$ cat src/rtl/btb_update_queue_if.sv
// Handshake bundle between branch resolution, btb_update_queue and the BTB update port.
// The slave modport is the queue's own view; the master modport is the surrounding logic.
interface btb_update_queue_if #(
    parameter int LOG_DEPTH           = 2,
    parameter int ASID_WIDTH          = 9,
    parameter int BTB_PRED_INFO_WIDTH = 8
);
    logic                           enq_valid;
    logic                           enq_ready;
    logic [31:0]                    enq_start_full_PC;
    logic [ASID_WIDTH-1:0]          enq_ASID;
    logic [BTB_PRED_INFO_WIDTH-1:0] enq_pred_info;
    logic                           enq_pred_lru;
    logic [31:0]                    enq_target_full_PC;
    logic                           hold;
    logic                           flush;
    logic                           update0_valid;
    logic [31:0]                    update0_start_full_PC;
    logic [ASID_WIDTH-1:0]          update0_ASID;
    logic [BTB_PRED_INFO_WIDTH-1:0] update1_pred_info;
    logic                           update1_pred_lru;
    logic [31:0]                    update1_target_full_PC;
    logic [LOG_DEPTH:0]             occupancy;

    modport slave (
        input  enq_valid, enq_start_full_PC, enq_ASID, enq_pred_info, enq_pred_lru,
               enq_target_full_PC, hold, flush,
        output enq_ready, update0_valid, update0_start_full_PC, update0_ASID,
               update1_pred_info, update1_pred_lru, update1_target_full_PC, occupancy
    );

    modport master (
        output enq_valid, enq_start_full_PC, enq_ASID, enq_pred_info, enq_pred_lru,
               enq_target_full_PC, hold, flush,
        input  enq_ready, update0_valid, update0_start_full_PC, update0_ASID,
               update1_pred_info, update1_pred_lru, update1_target_full_PC, occupancy
    );
endinterface

$ cat src/rtl/btb_update_queue.sv
// FIFO of resolved-branch BTB updates feeding the BTB's two-stage update port, one per cycle.
// Optional BTB_UPDATE_QUEUE_BYPASS_EN: empty-queue enqueues issue in the same cycle.
module btb_update_queue #(
    parameter int DEPTH               = 4,
    parameter int LOG_DEPTH           = $clog2(DEPTH),
    parameter int ASID_WIDTH          = 9,
    parameter int BTB_PRED_INFO_WIDTH = 8
) (
    input  logic CLK,
    input  logic nRST,
    btb_update_queue_if.slave q
);
    logic [31:0]                    pc_q   [DEPTH];
    logic [ASID_WIDTH-1:0]          asid_q [DEPTH];
    logic [BTB_PRED_INFO_WIDTH-1:0] info_q [DEPTH];
    logic                           lru_q  [DEPTH];
    logic [31:0]                    tgt_q  [DEPTH];

    logic [LOG_DEPTH:0] head_q, head_d;
    logic [LOG_DEPTH:0] tail_q, tail_d;

    logic [BTB_PRED_INFO_WIDTH-1:0] upd1_info_q, upd1_info_d;
    logic                           upd1_lru_q,  upd1_lru_d;
    logic [31:0]                    upd1_tgt_q,  upd1_tgt_d;

    logic [LOG_DEPTH-1:0] head_idx, tail_idx;
    logic empty, full, issue, bypass, do_enq;

    assign head_idx = head_q[LOG_DEPTH-1:0];
    assign tail_idx = tail_q[LOG_DEPTH-1:0];
    assign empty    = (head_q == tail_q);
    assign full     = (head_idx == tail_idx) && (head_q[LOG_DEPTH] != tail_q[LOG_DEPTH]);

    // Full blocks enqueue even if an issue frees a slot this cycle.
    assign q.enq_ready = ~full & ~q.flush;
    assign issue       = ~empty & ~q.hold & ~q.flush;

`ifdef BTB_UPDATE_QUEUE_BYPASS_EN
    assign bypass = empty & q.enq_valid & ~q.hold & ~q.flush;
`else
    assign bypass = 1'b0;
`endif

    // A bypassed request goes straight to the BTB and never occupies a slot.
    assign do_enq = q.enq_valid & q.enq_ready & ~bypass;

    assign q.update0_valid         = issue | bypass;
    assign q.update0_start_full_PC = bypass ? q.enq_start_full_PC : pc_q[head_idx];
    assign q.update0_ASID          = bypass ? q.enq_ASID          : asid_q[head_idx];
    assign q.occupancy             = tail_q - head_q;

    assign q.update1_pred_info      = upd1_info_q;
    assign q.update1_pred_lru       = upd1_lru_q;
    assign q.update1_target_full_PC = upd1_tgt_q;

    always_comb begin
        head_d      = head_q;
        tail_d      = tail_q;
        upd1_info_d = upd1_info_q;
        upd1_lru_d  = upd1_lru_q;
        upd1_tgt_d  = upd1_tgt_q;
        if (q.flush) begin
            head_d = tail_q;
        end else begin
            if (issue)  head_d = head_q + 1'b1;
            if (do_enq) tail_d = tail_q + 1'b1;
        end
        if (bypass) begin
            upd1_info_d = q.enq_pred_info;
            upd1_lru_d  = q.enq_pred_lru;
            upd1_tgt_d  = q.enq_target_full_PC;
        end else if (issue) begin
            upd1_info_d = info_q[head_idx];
            upd1_lru_d  = lru_q[head_idx];
            upd1_tgt_d  = tgt_q[head_idx];
        end
    end

    always_ff @(posedge CLK or negedge nRST) begin
        if (!nRST) begin
            head_q      <= '0;
            tail_q      <= '0;
            upd1_info_q <= '0;
            upd1_lru_q  <= 1'b0;
            upd1_tgt_q  <= '0;
        end else begin
            head_q      <= head_d;
            tail_q      <= tail_d;
            upd1_info_q <= upd1_info_d;
            upd1_lru_q  <= upd1_lru_d;
            upd1_tgt_q  <= upd1_tgt_d;
        end
    end

    // Storage is reset so the idle head entry reads back as zero.
    always_ff @(posedge CLK or negedge nRST) begin
        if (!nRST) begin
            for (int i = 0; i < DEPTH; i++) begin
                pc_q[i]   <= '0;
                asid_q[i] <= '0;
                info_q[i] <= '0;
                lru_q[i]  <= 1'b0;
                tgt_q[i]  <= '0;
            end
        end else if (do_enq) begin
            pc_q[tail_idx]   <= q.enq_start_full_PC;
            asid_q[tail_idx] <= q.enq_ASID;
            info_q[tail_idx] <= q.enq_pred_info;
            lru_q[tail_idx]  <= q.enq_pred_lru;
            tgt_q[tail_idx]  <= q.enq_target_full_PC;
        end
    end
endmodule

$ cat src/flat_wrapper.sv
// flat-port wrapper written by rule: the top's interface ports become plain ports
module btb_update_queue_flat 
#(
    parameter int DEPTH               = 4,
    parameter int LOG_DEPTH           = $clog2(DEPTH),
    parameter int ASID_WIDTH          = 9,
    parameter int BTB_PRED_INFO_WIDTH = 8
)
  (CLK, nRST, q_enq_valid, q_enq_start_full_PC, q_enq_ASID, q_enq_pred_info, q_enq_pred_lru, q_enq_target_full_PC, q_hold, q_flush, q_enq_ready, q_update0_valid, q_update0_start_full_PC, q_update0_ASID, q_update1_pred_info, q_update1_pred_lru, q_update1_target_full_PC, q_occupancy);
  btb_update_queue_if #(.LOG_DEPTH(LOG_DEPTH), .ASID_WIDTH(ASID_WIDTH), .BTB_PRED_INFO_WIDTH(BTB_PRED_INFO_WIDTH)) q_i ();
  input  logic CLK;
  input  logic nRST;
  input wire logic [$bits(q_i.enq_valid)-1:0] q_enq_valid;
  input wire logic [$bits(q_i.enq_start_full_PC)-1:0] q_enq_start_full_PC;
  input wire logic [$bits(q_i.enq_ASID)-1:0] q_enq_ASID;
  input wire logic [$bits(q_i.enq_pred_info)-1:0] q_enq_pred_info;
  input wire logic [$bits(q_i.enq_pred_lru)-1:0] q_enq_pred_lru;
  input wire logic [$bits(q_i.enq_target_full_PC)-1:0] q_enq_target_full_PC;
  input wire logic [$bits(q_i.hold)-1:0] q_hold;
  input wire logic [$bits(q_i.flush)-1:0] q_flush;
  output wire logic [$bits(q_i.enq_ready)-1:0] q_enq_ready;
  output wire logic [$bits(q_i.update0_valid)-1:0] q_update0_valid;
  output wire logic [$bits(q_i.update0_start_full_PC)-1:0] q_update0_start_full_PC;
  output wire logic [$bits(q_i.update0_ASID)-1:0] q_update0_ASID;
  output wire logic [$bits(q_i.update1_pred_info)-1:0] q_update1_pred_info;
  output wire logic [$bits(q_i.update1_pred_lru)-1:0] q_update1_pred_lru;
  output wire logic [$bits(q_i.update1_target_full_PC)-1:0] q_update1_target_full_PC;
  output wire logic [$bits(q_i.occupancy)-1:0] q_occupancy;
  assign q_i.enq_valid = q_enq_valid;
  assign q_i.enq_start_full_PC = q_enq_start_full_PC;
  assign q_i.enq_ASID = q_enq_ASID;
  assign q_i.enq_pred_info = q_enq_pred_info;
  assign q_i.enq_pred_lru = q_enq_pred_lru;
  assign q_i.enq_target_full_PC = q_enq_target_full_PC;
  assign q_i.hold = q_hold;
  assign q_i.flush = q_flush;
  assign q_enq_ready = q_i.enq_ready;
  assign q_update0_valid = q_i.update0_valid;
  assign q_update0_start_full_PC = q_i.update0_start_full_PC;
  assign q_update0_ASID = q_i.update0_ASID;
  assign q_update1_pred_info = q_i.update1_pred_info;
  assign q_update1_pred_lru = q_i.update1_pred_lru;
  assign q_update1_target_full_PC = q_i.update1_target_full_PC;
  assign q_occupancy = q_i.occupancy;
  btb_update_queue #(.DEPTH(DEPTH), .LOG_DEPTH(LOG_DEPTH), .ASID_WIDTH(ASID_WIDTH), .BTB_PRED_INFO_WIDTH(BTB_PRED_INFO_WIDTH)) u_core (.CLK(CLK), .nRST(nRST), .q(q_i));
endmodule
$ cat config.mk
export PLATFORM = sky130hd
export DESIGN_NAME = btb_update_queue_flat
export DESIGN_NICKNAME = d
export VERILOG_FILES = /design/src/rtl/btb_update_queue_if.sv /design/src/rtl/btb_update_queue.sv /design/src/flat_wrapper.sv
export SDC_FILE = /design/constraint.sdc
export NUM_CORES = 1
export LEC_CHECK = 0
export CORE_ASPECT_RATIO = 0.5
export CORE_MARGIN = 4
export CORE_UTILIZATION = 62
export DETAILED_ROUTE_END_ITERATION = 7
export PLACE_DENSITY = 0.86
export SETUP_SLACK_MARGIN = 0.2
export SLEW_MARGIN = 10
export SYNTH_ARGS = -nofsm -noshare
export SYNTH_HDL_FRONTEND = slang
export SYNTH_SLANG_ARGS = --single-unit
$ cat constraint.sdc
create_clock -name CLK -period 5.94 [get_ports CLK]
set_input_delay 1.782 -clock CLK [delete_from_list [all_inputs] [get_ports CLK]]
set_output_delay 1.782 -clock CLK [all_outputs]
set_load 0.02 [all_outputs]
Word-level counts from Yosys, hierarchy flattened:

Cells that the tools add are included.
Widths: inputs -> output; s select.

* add/subtract/negate cells: 3
* magnitude comparators: 3
* equal/unequal tests: 3
* mux-type cells: 30
* bitwise operators: 10
* reduce and logical (&&, ||, !) cells: 4

Operators by type and width (number)
* $bwmux 128: 2
* $mux 32: 5
* $bmux 32 s2: 2
* $demux 32 s2: 1
* $bwmux 36: 1
* $bwmux 32: 1
* $mux 9: 3
* $mux 8: 3
* $bmux 9 s2: 1
* $demux 9 s2: 1
* $bmux 8 s2: 1
* $demux 8 s2: 1
* $add 3x1->3 const B: 2
* $ge 3x3->1 const B: 2
* $mux 3: 2
* $not 2->3: 2
* $and 1x1->1: 4
* $bwmux 4: 1
* $not 1->1: 4
* $eq 3x3->1: 1
* $lt 3x1->1 const B: 1
* $mux 1: 3
* $sub 3x3->3: 1
* $bmux 1 s2: 1
* 6 further kinds: 7

* flip-flop bits (word level): 375
* output and inout bits: 87
* word-level logic and storage cells: 78

Longest topological paths before layout:

Gate-level depths: netlist (run 1).

* depth after elaboration: 6
* mapped depth: 8
* gate-level depth less buffers: 5

Least setup slack after synthesis (run 1):

OpenSTA, ideal clock, no wires.

* kind: in2out
* start point: in q_flush
* end point: out q_update0_valid
* data arrival time: 2.321 ns
* data required time: 4.158 ns
* path slack: 1.837 ns
* stages: 4
* path buffers: 1
* cells stage by stage: nor2_1 o21ai_2 buf_6 inv_1

* longest elaborated chain between the ends: 2

Ends and longest elaborated chain
* start, declared: line flat_wrapper.sv:20 `input wire logic [$bits(q_i.flush)-1:0] q_flush;`
* $not 1->1: line btb_update_queue.sv:36 `assign issue = ~empty & ~q.hold & ~q.flush;`
* $and 1x1->1: line btb_update_queue.sv:36
* end, declared: line flat_wrapper.sv:22 `output wire logic [$bits(q_i.update0_valid)-1:0] q_update0_valid;`

No other way between the ends.

Final worst setup path (run 1):

Ends and elaborated chain as after synthesis.

==> metrics.txt, run 1 <==
# TYPE chip_impl_metric gauge
chip_impl_metric{name="io_buffers",unit=""} 173
chip_impl_metric{name="minimum_clock_period",unit="ps"} 5249
chip_impl_info{name="mostFrequentLayoutCell",value="sky130_fd_sc_hd__dfrtp_1"} 1
chip_impl_info{name="netlist.top_cell.by_area",value="sky130_fd_sc_hd__dfrtp_1"} 1
chip_impl_info{name="tritoncts",value="done"} 1
chip_impl_metric{name="synth-seq-area-share",unit="%"} 55.32
chip_impl_metric{name="die_area",unit="um^2"} 30230
chip_impl_info{name="critical_path_type",value="input port to output port"} 1
chip_impl_metric{name="critical-path-max-stage-delay",unit="ps"} 600
chip_impl_metric{name="max_slew.worst_pin.slew",unit="ps"} 1030
chip_impl_metric{name="chipHeight",unit="um"} 125.0
chip_impl_info{name="hp-class",value="flip-flop to flip-flop"} 1
chip_impl_metric{name="timing.setup.tns",unit="ps"} 0
chip_impl_metric{name="clockBufferDepth",unit=""} 3
chip_impl_metric{name="finalCritPeriodShare",unit="%"} 88.37
chip_impl_metric{name="slew_headroom",unit="%"} 31.35
chip_impl_metric{name="antenna_violating_nets_left",unit=""} 0
chip_impl_metric{name="finalPower",unit="mW"} 12.18
chip_impl_metric{name="nets",unit=""} 1197
chip_impl_metric{name="worst_endpoint_required_time",unit="ps"} 4160
chip_impl_metric{name="cts_setup_buffers",unit=""} 0
chip_impl_metric{name="path_max_fanout",unit=""} 12
chip_impl_metric{name="groute.usage.overall",unit="%"} 23.12
chip_impl_metric{name="antenna_found_initial",unit=""} 1
chip_impl_metric{name="postSynthCellCount",unit=""} 935
chip_impl_metric{name="place.gp.congestion",unit=""} 0.7351
chip_impl_metric{name="grt_pass1_wl",unit="mm"} 56.37
chip_impl_metric{name="setup_viol_count_final",unit=""} 0
chip_impl_metric{name="post_synth_edffs",unit=""} 0
chip_impl_info{name="cp_cell_sequence",value="clkdlybuf4s50_1, nor2_1, o21ai_4, inv_1, clkdlybuf4s50_1"} 1
chip_impl_metric{name="placed_instances",unit=""} 1418
chip_impl_metric{name="asyncSetResetFlopFracSynth",unit="%"} 100.0
chip_impl_info{name="cts_root_buffer",value="sky130_fd_sc_hd__clkbuf_16"} 1
chip_impl_metric{name="cts_repair_resizes",unit=""} 0
chip_impl_metric{name="postSynthRegisterBits",unit=""} 375
chip_impl_metric{name="design.portCount",unit=""} 174
chip_impl_metric{name="internal_reg_to_reg_setup_slack",unit="ps"} 2760
chip_impl_metric{name="grt_max_degree",unit=""} 138
chip_impl_info{name="grt_setup_unrepaired",value="false"} 1
chip_impl_metric{name="layout-area-overhead-vs-synth",unit="%"} 17.45
chip_impl_metric{name="synthesis.area_per_instance",unit="um^2"} 18.14
chip_impl_metric{name="worst_ep_arrival_time",unit="ps"} 3470
chip_impl_metric{name="fin_worst_skew",unit="ps"} 14.72
chip_impl_info{name="synth.area.top_cells",value="sky130_fd_sc_hd__dfrtp_1 55%, sky130_fd_sc_hd__mux2_4 14%, sky130_fd_sc_hd__mux2_2 13%, sky130_fd_sc_hd__mux4_2 11%, sky130_fd_sc_hd__buf_8 1.4%"} 1
chip_impl_metric{name="p_per_area",unit="nW/um^2"} 611.2
chip_impl_metric{name="hold_viol_final",unit=""} 0
chip_impl_metric{name="vias_per_cell",unit=""} 5.985
chip_impl_metric{name="synth-warning-count",unit=""} 0
chip_impl_metric{name="wl_per_cell",unit="um"} 23.22
chip_impl_metric{name="hold_ws",unit="ps"} 495.5
chip_impl_metric{name="post_layout_nonfiller_instances",unit=""} 1477
chip_impl_metric{name="grt_overflow_total",unit=""} 0
chip_impl_metric{name="ff_latch_area",unit="um^2"} 9392
chip_impl_metric{name="maxClockFrequency",unit="MHz"} 190.5
chip_impl_info{name="cpMostUsedCell",value="sky130_fd_sc_hd__clkdlybuf4s50_1"} 1
chip_impl_metric{name="die_w",unit="um"} 241.9
chip_impl_metric{name="rows",unit=""} 42
chip_impl_info{name="worst_setup_path_end_kind",value="output port"} 1
chip_impl_metric{name="core-area",unit="um^2"} 26700
chip_impl_metric{name="cts_buffers",unit=""} 34
chip_impl_metric{name="grt_pass1_vias",unit=""} 10120
chip_impl_metric{name="drc_violation_count_after_routing",unit=""} 0
chip_impl_metric{name="min_path_cells",unit=""} 1
chip_impl_info{name="critical_path.slowest_cell",value="sky130_fd_sc_hd__clkdlybuf4s50_1"} 1
chip_impl_metric{name="worst_ir_drop_vdd",unit="V"} 0.0003651
chip_impl_info{name="timing.hold.worst.start",value="u_core.tgt_q[2]$_DFFE_PN0P_"} 1
chip_impl_metric{name="clkTransAtPathRegs",unit="ps"} 70
chip_impl_metric{name="cts_hold_buffers",unit=""} 0
chip_impl_info{name="mostFrequentLayoutCells",value="373 x sky130_fd_sc_hd__dfrtp_1, 203 x sky130_fd_sc_hd__mux2_2, 172 x sky130_fd_sc_hd__clkdlybuf4s50_1"} 1
chip_impl_metric{name="postSynthNetCount",unit=""} 1030
chip_impl_metric{name="place_hpwl",unit="mm"} 20.79
chip_impl_metric{name="yosys.area.top_type_share",unit="%"} 55.32
chip_impl_metric{name="layout-drive-gt1-share",unit="%"} 46.35
chip_impl_metric{name="post_synth_instance_area",unit="um^2"} 16960
chip_impl_info{name="regToRegStartpoint",value="u_core.head_q[0]$_DFFE_PN0P_"} 1
chip_impl_metric{name="fillers",unit=""} 1592
chip_impl_metric{name="cts_num_sinks",unit=""} 375
chip_impl_info{name="timing.rr.end",value="u_core.tgt_q[61]$_DFFE_PN0P_"} 1
chip_impl_metric{name="wirelength",unit="mm"} 34.29
chip_impl_metric{name="cap_viol_max_count",unit=""} 0
chip_impl_info{name="worst_setup_path_start_kind",value="input port"} 1
chip_impl_metric{name="initial_core_utilization",unit="%"} 63.55
chip_impl_metric{name="h-tree-depth",unit=""} 2
chip_impl_metric{name="power_leakage",unit="nW"} 8.625
chip_impl_metric{name="vias",unit=""} 8840
chip_impl_info{name="run_status",value="finished, final reports clean"} 1
chip_impl_metric{name="detail_route.iter0.violations",unit=""} 572
chip_impl_metric{name="drv_slew",unit=""} 0
chip_impl_metric{name="firstDrtPassIters",unit=""} 6
chip_impl_metric{name="multiInputGateArea",unit="um^2"} 6983
chip_impl_metric{name="clk-insertion-delay-late",unit="ps"} 510
chip_impl_info{name="ys.flop_type",value="sky130_fd_sc_hd__dfrtp_1"} 1
chip_impl_info{name="min_to",value="u_core.tgt_q[2]$_DFFE_PN0P_"} 1
chip_impl_metric{name="r2r.worst_path.cells",unit=""} 5
chip_impl_metric{name="yosysUniqueCellTypes",unit=""} 38
per-stage QoR:
step / worst slack [ps] / area [um^2] / utilization (%)
after floorplan: 1837 / 16960 / -
after global placement: 708.9 / 18780 / 70.35
after detailed placement: 693.0 / 18780 / 70.35
after CTS: 695.8 / 19920 / 74.63
after global routing: 638.8 / 19920 / 74.63
final: 691.0 / 19920 / 74.63
layout make-up:
class / instances / share of cell area [%]
multi-input combinational: 494 / 35.05
sequential: 375 / 47.14
timing repair buffer: 190 / 9.734
inverter: 7 / 0.1319
antenna: 1 / 0.01256
tap: 352 / 2.210
clock inverter: 8 / 0.4835
clock buffer: 50 / 5.244
cells in the mapped netlist (2+ instances only):
cell / number
sky130_fd_sc_hd__dfrtp_1: 375
sky130_fd_sc_hd__mux2_2: 203
sky130_fd_sc_hd__mux2_4: 160
sky130_fd_sc_hd__mux4_2: 82
sky130_fd_sc_hd__buf_6: 20
sky130_fd_sc_hd__buf_8: 16
sky130_fd_sc_hd__clkbuf_1: 8
sky130_fd_sc_hd__buf_2: 7
sky130_fd_sc_hd__ha_1: 7
sky130_fd_sc_hd__inv_1: 7
sky130_fd_sc_hd__mux2_1: 7
sky130_fd_sc_hd__buf_4: 6
sky130_fd_sc_hd__nand2_1: 3
sky130_fd_sc_hd__xnor2_1: 3
sky130_fd_sc_hd__a21oi_1: 2
sky130_fd_sc_hd__nand3_1: 2
sky130_fd_sc_hd__nor2_1: 2
sky130_fd_sc_hd__nor2b_1: 2
sky130_fd_sc_hd__o211a_1: 2
sky130_fd_sc_hd__o211ai_1: 2
sky130_fd_sc_hd__o21ai_0: 2
worst max-delay path by stage:
stage | start | to | slack (ps) | cells after the start
2_1_floorplan | q_flush | q_update0_valid | 1840 | 4
3_3_place_gp | q_flush | q_update0_valid | 710 | 5
3_5_place_dp | q_flush | q_update0_valid | 690 | 5
4_1_cts | q_flush | q_update0_valid | 700 | 5
5_1_grt | q_flush | q_update0_valid | 640 | 5
6_report | q_flush | q_update0_valid | 690 | 5
worst max-delay path: cells and delay by family:
family / cells / cell delay, ps
AND/OR/NAND/NOR: 1 / 270
buffers and inverters: 3 / 1290
AO/OA/AOI/OAI: 1 / 110
flip-flops by register name (all words and copies together) (netlist names), 3 cells and up:
name and flops:
u_core.info_q 32, u_core.q.update1_pred_info 8, u_core.q.update1_target_full_PC 32, u_core.tgt_q 128, u_core.lru_q 4, u_core.tail_q 3, u_core.asid_q 36, u_core.pc_q 128
u_core.head_q 3
routing by layer:
| metal | track usage [%] | part of all wire (%) | vias to the layer above |
|---|---|---|---|
| li1 | - | - | 3803 |
| met5 | 0 | 0 | - |
| met1 | 30.83 | 43 | 4836 |
| met2 | 40.41 | 51 | 148 |
| met3 | 4.129 | 3.1 | 53 |
| met4 | 5.455 | 2.3 | 0 |
cells by family after synthesis:
logic type	count (synthesis)	synth area share, %
adder cells (fa/ha/maj)	8	0.6343
buffers and inverters	66	3.651
multiplexers	452	38.99
flip-flops	375	55.32
AND/OR/NAND/NOR	15	0.4795
XOR/XNOR	5	0.3025
AO/OA/AOI/OAI	14	0.6270
power breakdown:
| part | leakage, nW | internal [mW] | switching (mW) |
|---|---|---|---|
| clock | 0.562 | 1.31 | 0.933 |
| combinational | 3.55 | 3.24 | 2.04 |
| sequential | 4.52 | 3.85 | 0.807 |
| total | 8.63 | 8.40 | 3.78 |
(Power assumes the default switching activity.)
==> inputs of run 2 (changes only) <==
--- a/config.mk
+++ b/config.mk
@@ -9,6 +9,7 @@
 export CORE_MARGIN = 4
 export CORE_UTILIZATION = 62
 export DETAILED_ROUTE_END_ITERATION = 7
+export GPL_ROUTABILITY_DRIVEN = 1
 export PLACE_DENSITY = 0.86
 export SETUP_SLACK_MARGIN = 0.2
 export SLEW_MARGIN = 10
==> results of run 2 <==
No change in the layout: final DEF, timing and power equal those of run 1.
==> inputs of run 3 (changes only) <==
--- a/config.mk
+++ b/config.mk
@@ -5,14 +5,14 @@
 export SDC_FILE = /design/constraint.sdc
 export NUM_CORES = 1
 export LEC_CHECK = 0
+export ABC_CLOCK_PERIOD_IN_PS = 5550
 export CORE_ASPECT_RATIO = 0.5
 export CORE_MARGIN = 4
-export CORE_UTILIZATION = 62
+export CORE_UTILIZATION = 57
 export DETAILED_ROUTE_END_ITERATION = 7
 export GPL_ROUTABILITY_DRIVEN = 1
-export PLACE_DENSITY = 0.86
+export PLACE_DENSITY = 0.8
 export SETUP_SLACK_MARGIN = 0.2
-export SLEW_MARGIN = 10
 export SYNTH_ARGS = -nofsm -noshare
 export SYNTH_HDL_FRONTEND = slang
 export SYNTH_SLANG_ARGS = --single-unit
==> constraint.sdc (replaced) <==
create_clock -name CLK -period 5.55 [get_ports CLK]
set_input_delay 1.665 -clock CLK [delete_from_list [all_inputs] [get_ports CLK]]
set_output_delay 1.665 -clock CLK [all_outputs]
set_load 0.02 [all_outputs]
==> run 3 against run 2 <==
Against the previous run: wire length rose by 1.1%; largest power group unchanged; critical path type unchanged; highest routed layer unchanged; register-to-register slack worse by 20 ps; setup slack worse by 3.7 ps; largest cell class unchanged; power increased by 6.9%.
==> metrics.txt, run 3 (synthesis gave the netlist of run 1 again) <==
# TYPE chip_impl_metric gauge
chip_impl_metric{name="sw_frac_of_total",unit="%"} 31.10
chip_impl_metric{name="antenna_found_initial",unit=""} 1
chip_impl_metric{name="r2r.worst_path.cells",unit=""} 6
chip_impl_info{name="grt_setup_unrepaired",value="false"} 1
chip_impl_metric{name="clk-insertion-delay-late",unit="ps"} 520
chip_impl_metric{name="minimum_clock_period",unit="ps"} 4863
chip_impl_metric{name="grt_max_degree",unit=""} 121
chip_impl_info{name="run_status",value="finished, final reports clean"} 1
chip_impl_metric{name="die_w",unit="um"} 252.0
chip_impl_metric{name="rows",unit=""} 44
chip_impl_metric{name="groute.usage.overall",unit="%"} 21.62
chip_impl_metric{name="chipHeight",unit="um"} 130.0
chip_impl_metric{name="detail_route.iter0.violations",unit=""} 540
chip_impl_metric{name="power.switching",unit="mW"} 4.047
chip_impl_info{name="timing.rr.end",value="u_core.pc_q[47]$_DFFE_PN0P_"} 1
chip_impl_metric{name="internal_power",unit="mW"} 8.966
chip_impl_metric{name="core-area",unit="um^2"} 29180
chip_impl_metric{name="drc_violation_count_after_routing",unit=""} 0
chip_impl_metric{name="cts_buffers",unit=""} 34
chip_impl_info{name="worst_setup_path_end_kind",value="output port"} 1
chip_impl_metric{name="wl_per_cell",unit="um"} 22.82
chip_impl_metric{name="internal_reg_to_reg_setup_slack",unit="ps"} 2740
chip_impl_metric{name="power_leakage",unit="nW"} 8.637
chip_impl_info{name="timing.hold.worst.start",value="u_core.tgt_q[2]$_DFFE_PN0P_"} 1
chip_impl_info{name="worst_setup_path_start_kind",value="input port"} 1
chip_impl_info{name="cts_root_buffer",value="sky130_fd_sc_hd__clkbuf_16"} 1
chip_impl_metric{name="place.gp.congestion",unit=""} 0.7559
chip_impl_metric{name="worst_ir_drop_vdd",unit="V"} 0.0003335
chip_impl_metric{name="io_buffers",unit=""} 173
chip_impl_metric{name="grt_overflow_total",unit=""} 0
chip_impl_info{name="critical_path_type",value="input port to output port"} 1
chip_impl_metric{name="die_area",unit="um^2"} 32750
chip_impl_metric{name="worst_endpoint_required_time",unit="ps"} 3880
chip_impl_metric{name="seq_power_share",unit="%"} 37.7
chip_impl_metric{name="hold_ws",unit="ps"} 495.3
chip_impl_metric{name="firstDrtPassIters",unit=""} 5
chip_impl_metric{name="cap_viol_max_count",unit=""} 0
chip_impl_metric{name="place_hpwl",unit="mm"} 20.90
chip_impl_metric{name="drv_slew",unit=""} 0
chip_impl_metric{name="finalCritPeriodShare",unit="%"} 87.62
chip_impl_metric{name="path_max_fanout",unit=""} 7
chip_impl_metric{name="fin_worst_skew",unit="ps"} 15.36
chip_impl_metric{name="cts_setup_buffers",unit=""} 0
chip_impl_metric{name="slew_headroom",unit="%"} 37.59
chip_impl_metric{name="cts_num_sinks",unit=""} 375
chip_impl_metric{name="h-tree-depth",unit=""} 2
chip_impl_metric{name="vias",unit=""} 8817
chip_impl_metric{name="layout-area-overhead-vs-synth",unit="%"} 17.78
chip_impl_info{name="regToRegStartpoint",value="u_core.head_q[1]$_DFFE_PN0P_"} 1
chip_impl_metric{name="initial_core_utilization",unit="%"} 58.14
chip_impl_info{name="cp-startpoint",value="q_hold"} 1
chip_impl_metric{name="nets",unit=""} 1200
chip_impl_info{name="timing.critical_path.to",value="q_update0_valid"} 1
chip_impl_metric{name="hold_viol_final",unit=""} 0
chip_impl_metric{name="grt_pass1_wl",unit="mm"} 56.00
chip_impl_info{name="mostFrequentLayoutCells",value="373 x sky130_fd_sc_hd__dfrtp_1, 203 x sky130_fd_sc_hd__mux2_2, 172 x sky130_fd_sc_hd__clkdlybuf4s50_1"} 1
chip_impl_metric{name="grt_pass1_vias",unit=""} 9984
chip_impl_metric{name="antenna_violating_nets_left",unit=""} 0
chip_impl_metric{name="setup_viol_count_final",unit=""} 0
chip_impl_metric{name="cts_repair_resizes",unit=""} 0
chip_impl_metric{name="post_layout_nonfiller_instances",unit=""} 1520
chip_impl_metric{name="cts_hold_buffers",unit=""} 0
chip_impl_metric{name="layout-drive-gt1-share",unit="%"} 46.54
chip_impl_metric{name="comb_power_share",unit="%"} 44.0
chip_impl_metric{name="wirelength",unit="mm"} 34.68
chip_impl_metric{name="clkPwrFrac",unit="%"} 18.3
chip_impl_metric{name="maxClockFrequency",unit="MHz"} 205.6
chip_impl_info{name="tritoncts",value="done"} 1
chip_impl_metric{name="timing.setup.tns",unit="ps"} 0
chip_impl_metric{name="clockBufferDepth",unit=""} 3
chip_impl_metric{name="max_slew.worst_pin.slew",unit="ps"} 936.1
chip_impl_metric{name="final_core_util",unit="%"} 68.48
chip_impl_info{name="mostFrequentLayoutCell",value="sky130_fd_sc_hd__dfrtp_1"} 1
chip_impl_metric{name="p_per_area",unit="nW/um^2"} 651.3
chip_impl_metric{name="placed_instances",unit=""} 1460
chip_impl_info{name="hp-class",value="flip-flop to flip-flop"} 1
chip_impl_metric{name="worst_ep_arrival_time",unit="ps"} 3200
chip_impl_metric{name="design.portCount",unit=""} 174
chip_impl_metric{name="vias_per_cell",unit=""} 5.801
chip_impl_metric{name="fillers",unit=""} 1942
chip_impl_metric{name="clkTransAtPathRegs",unit="ps"} 60
chip_impl_info{name="top_regs",value="u_core.pc_q (128), u_core.tgt_q (128), u_core.asid_q (36)"} 1
==> run 3: critical path: stages <==
cell and delay, ps:
sky130_fd_sc_hd__clkdlybuf4s50_1 520, sky130_fd_sc_hd__nor2_1 220, sky130_fd_sc_hd__o21ai_4 110, sky130_fd_sc_hd__inv_1 80
sky130_fd_sc_hd__clkdlybuf4s50_1 590
==> run 3: worst min-delay path by stage <==
stage / depth (start not counted) / to / slack [ps]
5_1_grt: 1 / u_core.pc_q[11]$_DFFE_PN0P_ / 510
4_1_cts: 1 / u_core.tgt_q[5]$_DFFE_PN0P_ / 490
3_3_place_gp: 1 / u_core.tgt_q[0]$_DFFE_PN0P_ / 470
2_1_floorplan: 1 / u_core.lru_q[0]$_DFFE_PN0P_ / 460
6_report: 1 / u_core.tgt_q[2]$_DFFE_PN0P_ / 500
3_5_place_dp: 1 / u_core.tgt_q[5]$_DFFE_PN0P_ / 480
==> run 3: layer usage <==
metal	up-vias	wire length, um	track usage [%]	share of wire, %
met3	72	1006	3.505	2.9
met4	0	914	6.513	2.6
li1	3826	-	-	-
met2	137	17980	38.25	52
met1	4782	14780	28.19	43
met5	-	0	0	0
==> run 3: through the flow <==
step | setup slack (ps) | instance area [um^2] | power (mW)
4_1_cts | 696.4 | 19980 | 13.16
3_3_place_gp | 721.8 | 18850 | 10.44
5_1_grt | 662.6 | 19980 | 13.70
6_report | 687.2 | 19980 | 13.01
3_5_place_dp | 701.6 | 18850 | 10.70
2_1_floorplan | 1681 | 16960 | 8.840
==> run 3: layout make-up <==
cell class | count | area (um^2) | area share (%)
antenna | 1 | 2.502 | 0.01252
inverter | 7 | 26.28 | 0.1315
timing repair buffer | 193 | 1962 | 9.819
clock buffer | 53 | 1064 | 5.323
multi-input combinational | 494 | 6983 | 34.95
clock inverter | 6 | 62.56 | 0.3131
sequential | 375 | 9392 | 47.00
tap | 391 | 489.2 | 2.448
==> run 3: power groups by stage <==
stage	Combinational, mW	Clock (mW)	Sequential (mW)
2_1_floorplan	4.03	0	4.81
3_3_place_gp	5.64	0	4.80
3_5_place_dp	5.78	0	4.92
4_1_cts	5.82	2.44	4.90
5_1_grt	6.10	2.55	5.05
6_report	5.73	2.38	4.90
